File: src/rtl/left_shift_register.sv
// left_shift_register
//   Sequenced left shifter for the multiplier/divider datapath. Parallel-loads
//   a WIDTH-bit word, then on a start handshake shifts left by a latched count,
//   one position per enabled clock. Reports busy/done, the last bit shifted out
//   of the MSB, and a sticky overflow flag for any 1 lost off the top.
//
//   Optional feature: define LEFT_SHIFT_ROTATE_EN to rotate left (the MSB is
//   fed back into the LSB) instead of inserting serial_in.
//
// Ports
//   clk          rising-edge clock
//   reset        asynchronous active-high reset
//   enable       clock enable; low freezes every register
//   mode         1 = parallel load request, 0 = shift operation select
//   in           parallel load data
//   serial_in    bit inserted at the LSB on each shift
//   start        begin shift operation (IDLE with mode=0 only)
//   shift_count  number of positions to shift, latched on start
//   out          register contents
//   serial_out   last bit shifted out of the MSB
//   busy         high while shifting
//   done         one-enabled-cycle completion pulse
//   overflow     sticky; set when a 1 leaves the MSB
module left_shift_register #(
  parameter int WIDTH   = 16,
  parameter int COUNT_W = 5
) (
  input  logic               clk,
  input  logic               reset,
  input  logic               enable,
  input  logic               mode,
  input  logic [WIDTH-1:0]   in,
  input  logic               serial_in,
  input  logic               start,
  input  logic [COUNT_W-1:0] shift_count,
  output logic [WIDTH-1:0]   out,
  output logic               serial_out,
  output logic               busy,
  output logic               done,
  output logic               overflow
);

  typedef enum logic [1:0] {IDLE, SHIFT, DONE_S} state_t;

  state_t             state, state_nxt;
  logic [COUNT_W-1:0] count;
  logic               ins_bit;

`ifdef LEFT_SHIFT_ROTATE_EN
  assign ins_bit = out[WIDTH-1];
`else
  assign ins_bit = serial_in;
`endif

  // Load has priority over start in IDLE.
  wire load_req  = (state == IDLE) && mode;
  wire start_req = (state == IDLE) && !mode && start;

  // State register
  always_ff @(posedge clk or posedge reset) begin
    if (reset)       state <= IDLE;
    else if (enable) state <= state_nxt;
  end

  // Next-state logic
  always_comb begin
    state_nxt = state;
    case (state)
      IDLE:    if (start_req) state_nxt = (shift_count == '0) ? DONE_S : SHIFT;
      SHIFT:   if (count == COUNT_W'(1)) state_nxt = DONE_S;
      DONE_S:  state_nxt = IDLE;
      default: state_nxt = IDLE;
    endcase
  end

  // Outputs decoded from state
  always_comb begin
    busy = (state == SHIFT);
    done = (state == DONE_S);
  end

  // Datapath
  always_ff @(posedge clk or posedge reset) begin
    if (reset) begin
      out        <= '0;
      serial_out <= 1'b0;
      overflow   <= 1'b0;
      count      <= '0;
    end else if (enable) begin
      if (load_req) begin
        out        <= in;
        overflow   <= 1'b0;
        serial_out <= 1'b0;
      end else if (start_req) begin
        count    <= shift_count;
        overflow <= 1'b0;
      end else if (state == SHIFT) begin
        out        <= {out[WIDTH-2:0], ins_bit};
        serial_out <= out[WIDTH-1];
        overflow   <= overflow | out[WIDTH-1];
        count      <= count - COUNT_W'(1);
      end
    end
  end

endmodule

File: config.mk
export PLATFORM = sky130hd
export DESIGN_NAME = left_shift_register
export DESIGN_NICKNAME = d
export VERILOG_FILES = /design/src/rtl/left_shift_register.sv
export SDC_FILE = /design/constraint.sdc
export NUM_CORES = 1
export LEC_CHECK = 0
export ABC_CLOCK_PERIOD_IN_PS = 1700
export CELL_PAD_IN_SITES_DETAIL_PLACEMENT = 1
export CELL_PAD_IN_SITES_GLOBAL_PLACEMENT = 1
export CORE_MARGIN = 2
export CORE_UTILIZATION = 32
export DETAILED_ROUTE_END_ITERATION = 8
export PLACE_DENSITY = 0.77
export SLEW_MARGIN = 15
export SYNTH_ARGS = -nofsm -noshare
export SYNTH_HDL_FRONTEND = slang
export SYNTH_SLANG_ARGS = --single-unit
File: constraint.sdc
create_clock -name clk -period 1.7 [get_ports clk]
set_input_delay 0.255 -clock clk [delete_from_list [all_inputs] [get_ports clk]]
set_output_delay 0.255 -clock clk [all_outputs]
set_load 0.05 [all_outputs]
# Yosys cells after proc, flatten, opt, wreduce, memory -nomap -nowiden
# Index checks and enable logic that the tools add are counted.
# totals
register_bits	25
latchBits	0
mem_bits_rw	0
rom_bits	0
in_bits	27
wordCells	42
memories	0
# op_classes
add_sub_neg	1
multipliers	0
div_mod_pow	0
order_cmp	0
eq_ne	6
shifts	0
n_mux	15
bitwise	2
n_reduce_logical	13
# op_table
operator	n
$mux 16	3
$mux 5	2
$reduce_and 3->1	3
$mux 1	6
$mux 2	3
$eq 5x1->1 const B	1
$logic_not 5->1	1
$sub 5x1->5 const B	1
$ne 2x2->1 const B	2
$pmux 2 s2	1
$reduce_bool 2->1	2
$logic_and 1x1->1	3
$reduce_bool 3->1	1
$eq 2x1->1 const B	1
$eq 2x2->1 const B	1
$logic_not 2->1	1
$ne 2x1->1 const B	1
$reduce_and 2->1	1
$logic_not 1->1	1
$not 1->1	1
$or 1x1->1	1

# Logic depth before layout (Yosys ltp)
# Gate-level depths: netlist of the first run.
# logic_depth
depth_word	5
mapped_depth	7
depth_no_buf	5

# Least setup slack after synthesis of the first run
# Ideal clock, no wire load.
# synth_timing
path_type	register -> register
start	register state[0]
end	register serial_out
arrival_time_ns	1.713
path_slack_ns	-0.096
path_stages_with_launch	6
path_buffers	2
period_less_slack_ns	1.796
path_cell_list	dfrtp_1 > buf_6 > clkbuf_1 > nor2b_1 > nand3_1 > o21ai_0
# synth_via
elab_cells_between_ends	9
classes_between	eq/ne (2); mux (1); reduce/logical (6)
# synth_lines
item	line_no	source
start, declared	45	state_t state, state_nxt;
start signal, assigned	62	else if (enable) state <= state_nxt;
$eq 2x1->1	--	
via busy	38	output logic busy,
$reduce_bool 2->1 (no source line)	--	
$reduce_and 3->1 (no source line)	--	
end signal, assigned	99	serial_out <= out[WIDTH-1];
end, declared	37	output logic serial_out,
# The timed path passes the listed nets, and every way through them passes these cells.
# A chain may end at the register's enable or synchronous reset.

# Worst setup path in the final report of the first run
# layout_timing
start	register state[1]
end	register out[13]
# layout_via
elab_chain_cells	5
elab_cells_between_ends	9
classes_between	eq/ne (2); mux (1); reduce/logical (6)
# layout_lines
item	line_no	source
$logic_not 2->1	56, 57	
$logic_and 1x1->1 (2 in series)	57	wire start_req = (state == IDLE) && !mode && start;
$ne 2x2->1 (no source line)	--	
$reduce_and 3->1 (no source line)	--	
end signal, assigned	91	out <= in;
end signal, assigned	98	out <= {out[WIDTH-2:0], ins_bit};
end, declared	36	output logic [WIDTH-1:0] out,
# Several ways; a longest one is shown, not always the timed one.

==> out/results.ini, run 1 <==
[yosys]
synth_mux_area_share_pct=29.4
netlist_instances=115
synthAdderAreaFrac_pct=1.75
syn_area_per_cell_sq_um=12.4
synth_top_cells_by_count=32 x mux2_2, 25 x dfrtp_1, 7 x inv_1
synth-simple-area-share_pct=9.11
yosysSeqAreaShare_pct=43.8
ys_async_sr_fraction_pct=100
synth_top_family_by_area=multiplexers
synth_fp_nets=144
yosys_most_used_dff=dfrtp_1
synthXorXnorAreaFrac_pct=0
ys_warn_count=0
ys_types=27
yosys.area.top_type_share_pct=43.8
syn_area_sq_um=1430
yosysMostFrequentCell=mux2_2
synth_edf_count=0
yosys.area.top_type=dfrtp_1
synth.area.top_cells=dfrtp_1 44%, mux2_2 25%, mux2i_1 4.2%, o221ai_1 3.1%, buf_4 2.1%
synth-seq-cells=25
synth_compound_area_share_pct=9.73

[outcome]
status=finished clean

[routing]
ant_nets=0
dr_total_vias=1106
drt_iter0_markers=53
wl_per_cell_um=15.8
via_per_inst=5.03
wirelength_mm=3.47
post-route-drc-count=0
drtPass1Iterations=4

[sta]
setup_viol=0
fin_crit_ps=1640
fin_hold_ws_ps=332
clock_skew_ps=6.71
rsz0062_at_grt=no
layout_worst_path_cycle_share_pct=96.3
max_slew.worst_pin.slew_ps=334
max_freq_ghz=0.611
finalMaxSlewViolations=0
max_slew_margin_pct=77.8
hold_viol=0
worst_slack_ps=62.6

[clocking]
clk_pin_slew_ps=90
clock-sinks=25
insertion_delay_ps=260
cts_made_buffers=3
cts_max_path_buffers=2
cts_root_buf=clkbuf_8
cts_tree=built
cts_max_level=1

[floorplan]
dieHeight_um=70.8
dieArea_sq_um=5010
rows=24
core_area_sq_um=4320
die-width_um=70.8
ios=47
start_util_pct=33.0

[grt]
grt_start_max_net_pins=26
grt_pass1_wl_mm=5.80
grt_pass1_vias=1189
track_usage_pct=14.1
grt_overflow=0
antenna_found_initial=0

[cells_and_area]
drive_above_1_share_pct=42.3
nets=198
areaGrowthSynthToFinish_pct=42.2
antenna_cells=0

[job]
cap_viol_max_count=0

[power]
p_leak_nw=0.877
p_switching_mw=1.85
p_comb_share_pct=61.5
peakVddDrop_mv=1.10
switching_share_pct=46.4
total_power_mw=3.99
p_int_mw=2.14
power_density_nw_per_um2=1960
clockPowerShare_pct=8.8
sequentialPowerShare_pct=29.7

[placement]
dp_slack_ps=-170
gp_congestion=0.839
numPortBuffers=46
hpwl_mm=2.63

[setup_path]
crit_path_end_kind=flip-flop
cp_max_fo=16
crit_path_start_kind=flip-flop
critPathRequiredTime_ps=1850
crit_arrival_ps=1790
crit_type=flip-flop to flip-flop

[min_path]
hold_path_class=input pin to asynchronous set/reset pin

## cell families (layout without fill, tap and decap cells)
family                     count (synthesis)  after routing
AOI/OAI and AO/OA                         17             17
adders and majority gates                  2              2
buffers and inverters                     15             68
DFF                                       25             25
muxes                                     38             38
and+or+nand+nor                           18             18
## cell usage in the layout (no fill, tap or decap)
| cell type | instances |
|---|---|
| dfrtp_2 | 1 |
| o21a_1 | 1 |
| nor3_1 | 1 |
| nand3_1 | 2 |
| nor2b_2 | 1 |
| buf_12 | 4 |
| mux2i_1 | 6 |
| inv_1 | 7 |
| mux2_2 | 32 |
| o21ai_0 | 4 |
| nor4b_2 | 1 |
| o221ai_1 | 5 |
| nand2_1 | 2 |
| buf_4 | 27 |
| dfrtp_1 | 24 |
| nor2b_1 | 3 |
| clkdlybuf4s50_1 | 26 |
| clkbuf_1 | 1 |
| nor4b_1 | 2 |
| nor3b_1 | 1 |
| a32o_1 | 1 |
| o211a_1 | 1 |
| nor4_1 | 2 |
| or4b_4 | 1 |
| nor3b_4 | 1 |
| o221a_1 | 1 |
| ha_1 | 2 |
| clkbuf_8 | 3 |
| nor2_1 | 1 |
| o2bb2ai_1 | 3 |
| o32a_1 | 1 |
## layer usage
layer	routed length [um]	global-route usage (%)	vias to the layer above
met1	1590	19.0	537
li1	-	-	539
met2	1700	23.9	30
met3	177	4.13	0
met5	0	0	-
met4	0	0.629	0
## state kept, by name (all words and copies together) (netlist names)
signal,cells
count,5
out,16
overflow,1
serial_out,1
state,2
## power by group through the flow
stage                     Clock [mW]  Sequential (mW)  Combinational (mW)
after detailed placement           0             1.19                2.47
after floorplan                    0             1.86                1.03
after global routing           0.401             1.24                2.60
after global placement             0             1.17                2.41
after CTS                      0.376             1.18                2.48
final                          0.351             1.18                2.45
## repair_timing
item                                    in CTS  in global routing
hold buffers                                 0                  0
endpoints found under the setup margin       0                 17
resized for setup                            0                  2
setup buffers                                0                  0
## final cells by class
cell class | instances | area (sq um)
inverters | 7 | 26.3
clock buffers | 4 | 45.0
flip-flops and latches | 25 | 627
repair buffers | 57 | 543
well taps | 52 | 65.1
multi-input cells | 75 | 723
fillers | 479 | 2290
## path summary, 6_finish.rpt
| path | from | endpoint | slack, ps | cells after the start |
|---|---|---|---|---|
| min reg2reg | overflow | overflow | 510 | 1 |
| min in group clk | overflow | overflow | 510 | 1 |
| max | state[1] | out[13] | 60 | 4 |
| max in group asynchronous | reset | state[1] | 1090 | 3 |
| min | reset | count[0] | 330 | 3 |
| max reg2reg | state[1] | out[13] | 60 | 4 |
## metrics by stage
stage	utilization [%]	std cells	cell area (sq um)	TNS [ps]
global placement	45.7	216	1980	-2720
CTS	46.8	220	2020	0
finish	46.9	220	2030	0
detailed placement	45.7	216	1980	-3070
global route	46.9	220	2030	0
floorplan	-	115	1440	0
## worst max-delay path: stages (launching register included)
cell	delay (ps)
dfrtp_2	490
nor3b_4	250
buf_12	180
mux2_2	340
mux2_2	260
Note: power is estimated with default switching activity, not from simulation.
==> run 2: changes to the inputs <==
--- a/config.mk
+++ b/config.mk
@@ -10,9 +10,9 @@
 export CELL_PAD_IN_SITES_GLOBAL_PLACEMENT = 1
 export CORE_MARGIN = 2
 export CORE_UTILIZATION = 32
+export CTS_CLUSTER_DIAMETER = 100
 export DETAILED_ROUTE_END_ITERATION = 8
 export PLACE_DENSITY = 0.77
-export SLEW_MARGIN = 15
 export SYNTH_ARGS = -nofsm -noshare
 export SYNTH_HDL_FRONTEND = slang
 export SYNTH_SLANG_ARGS = --single-unit
==> results of run 2 <==
No change in the layout: final DEF, timing and power equal those of run 1.
==> run 3: changes to the inputs <==
--- a/config.mk
+++ b/config.mk
@@ -8,6 +8,7 @@
 export ABC_CLOCK_PERIOD_IN_PS = 1700
 export CELL_PAD_IN_SITES_DETAIL_PLACEMENT = 1
 export CELL_PAD_IN_SITES_GLOBAL_PLACEMENT = 1
+export CORE_ASPECT_RATIO = 0.7
 export CORE_MARGIN = 2
 export CORE_UTILIZATION = 32
 export CTS_CLUSTER_DIAMETER = 100
==> run 3 against run 2 <==
Effect of this change:
- maximum frequency increased by 0.21%
- count of clock-buffer cells in the layout stayed put
- first-iteration DRC count is 13% lower
- cell count rose by 2.7%
- critical path type unchanged
- critical endpoint is now out[5]
==> out/results.ini, run 3 (synthesized netlist as in run 1, its figures left out) <==
[setup_path]
r2r_cells=4  ; unchanged
r2r_start=state[1]  ; unchanged
crit_chain=nor3b_4 > buf_12 > mux2_2 > mux2_2  ; unchanged
cp_common_cell=mux2_2  ; unchanged
cp_top_family=multiplexers  ; unchanged
crit_arrival_ps=1800  ; was 1790 ps
reg2reg_slack_ps=70  ; was 60 ps
crit_buf_inv=1  ; unchanged
slowest_delay_ps=480  ; was 490 ps
crit_type=flip-flop to flip-flop  ; unchanged
cp_max_fo=16  ; unchanged
crit_slowest_cell=dfrtp_2  ; unchanged
critPathRequiredTime_ps=1860  ; was 1850 ps
crit_path_end_kind=flip-flop  ; unchanged
r2r-end=out[5]  ; was out[13]
crit_path_start_kind=flip-flop  ; unchanged
crit_start=state[1]  ; unchanged

[clocking]
ctsHoldBuffers=0  ; unchanged
cts_made_buffers=3  ; unchanged
clock-sinks=25  ; unchanged
cts_max_path_buffers=2  ; unchanged
insertion_delay_ps=270  ; was 260 ps
cts_tree=built  ; unchanged
cts_max_level=1  ; unchanged
clk_pin_slew_ps=80  ; was 90 ps
cts_root_buf=clkbuf_8  ; unchanged

[power]
power_density_nw_per_um2=1980  ; was 1960 nW/um^2
p_switching_mw=1.89  ; was 1.85 mW
clockPowerShare_pct=8.7  ; was 8.8%
p_comb_share_pct=62.3  ; was 61.5%
peakVddDrop_mv=0.849  ; was 1.10 mV
p_int_mw=2.17  ; was 2.14 mW
sequentialPowerShare_pct=29.0  ; was 29.7%
p_leak_nw=0.891  ; was 0.877 nW
switching_share_pct=46.6  ; was 46.4%

[cells_and_area]
antenna_cells=0  ; unchanged
nets=201  ; was 198
final_area_sq_um=2050  ; was 2030 sq um
fillers=473  ; was 479
layout_common_cells=32 x mux2_2, 30 x buf_4, 26 x clkdlybuf4s50_1  ; was 32 x mux2_2, 27 x buf_4, 26 x clkdlybuf4s50_1
drive_above_1_share_pct=42.7  ; was 42.3%
areaGrowthSynthToFinish_pct=43.6  ; was 42.2%
regMostFlops=out  ; unchanged
final_common_cell=mux2_2  ; unchanged
largest_reg_flops=16  ; unchanged
final_util_pct=47.6  ; was 46.9%
largestRegisters=out x16, count x5, state x2  ; unchanged

[grt]
grt_pass1_wl_mm=6.25  ; was 5.80 mm
track_usage_pct=16.7  ; was 14.1%
grt_overflow=0  ; unchanged
grt_pass1_vias=1188  ; was 1189
antenna_found_initial=0  ; unchanged
grt_start_max_net_pins=26  ; unchanged

[routing]
wirelength_mm=3.91  ; was 3.47 mm
post-route-drc-count=0  ; unchanged
dr_total_vias=1121  ; was 1106
ant_nets=0  ; unchanged
via_per_inst=4.96  ; was 5.03
wl_per_cell_um=17.3  ; was 15.8 um
drtPass1Iterations=5  ; was 4
drt_iter0_markers=46  ; was 53

[sta]
hold_viol=0  ; unchanged
max_freq_ghz=0.612  ; was 0.611 GHz
max_slew.worst_pin.slew_ps=463  ; was 334 ps
max_slew_margin_pct=68.7  ; was 77.8%
clock_skew_ps=2.61  ; was 6.71 ps
setup_viol=0  ; unchanged
fin_setup_tns_ps=0  ; unchanged
fin_crit_ps=1630  ; was 1640 ps
rsz0062_at_grt=no  ; unchanged
layout_worst_path_cycle_share_pct=96.1  ; was 96.3%
finalMaxSlewViolations=0  ; unchanged

[placement]
gp_congestion=0.825  ; was 0.839
placed_area_sq_um=2000  ; was 1980 sq um
numPortBuffers=46  ; unchanged
hpwl_mm=3.11  ; was 2.63 mm

[floorplan]
start_util_pct=33.2  ; was 33.0%
dieArea_sq_um=5020  ; was 5010 sq um
core_area_sq_um=4300  ; was 4320 sq um
ios=47  ; unchanged
rows=20  ; was 24
dieHeight_um=59.9  ; was 70.8 um
die-width_um=83.8  ; was 70.8 um

[job]
cap_viol_max_count=0  ; unchanged

[outcome]
status=finished clean  ; unchanged

[min_path]
hold_path_class=input pin to asynchronous set/reset pin  ; unchanged

==> run 3: cell count changes in the layout (fill, tap and decap cells not counted) <==
cell / change
nor4b_2: -1
nor4b_1: +1
buf_4: +3
==> run 3: layout make-up <==
class / count / area (sq um) / share of cell area [%]
multi-input combinational: 75 / 717 / 35.0
timing repair buffer: 60 / 566 / 27.6
inverter: 7 / 26.3 / 1.28
sequential: 25 / 627 / 30.6
tap: 55 / 68.8 / 3.36
clock buffer: 4 / 45.0 / 2.20
==> run 3: worst max path at each step <==
stage                to  slack (ps)  depth (start not counted)
3_5_place_dp     out[5]        -210                          5
2_1_floorplan   out[14]           9                          5
3_3_place_gp    out[13]        -170                          5
5_1_grt        state[0]          10                          5
4_1_cts          out[5]          20                          4
6_report         out[5]          70                          4
==> run 3: power by group through the flow <==
stage / logic, mW / registers, mW / clock network [mW]
after global placement: 2.47 / 1.17 / 0
final: 2.53 / 1.18 / 0.353
after detailed placement: 2.55 / 1.20 / 0
after global routing: 2.67 / 1.23 / 0.381
after floorplan: 1.03 / 1.86 / 0
after CTS: 2.55 / 1.19 / 0.373
==> run 3: layer usage <==
layer | part of all wire (%) | GRT usage (%) | routed length (um)
met2 | 52 | 29.9 | 2020
met3 | 3.3 | 3.73 | 131
met4 | 1.2 | 4.84 | 46
met5 | 0 | 0 | 0
met1 | 44 | 20.7 | 1710
==> run 3: metrics by stage <==
step	total power, mW	hold WS [ps]	setup WS [ps]	cells
after floorplan	2.89	282	8.99	115
after global placement	3.64	519	-171	222
after detailed placement	3.75	521	-209	222
after CTS	4.11	349	21.7	226
after global routing	4.29	385	11.8	226
final	4.06	338	66.0	226
==> run 3: timing repair <==
action,in CTS,in global routing
gates resized for setup,0,1
buffers inserted,0,0
setup endpoints to repair,0,5
==> run 3: worst register-to-register path: cells and delay by family (launching register included) <==
family	cells	cell delay [ps]
buffers and inverters	1	180
DFF	1	480
muxes	2	620
and+or+nand+nor	1	250
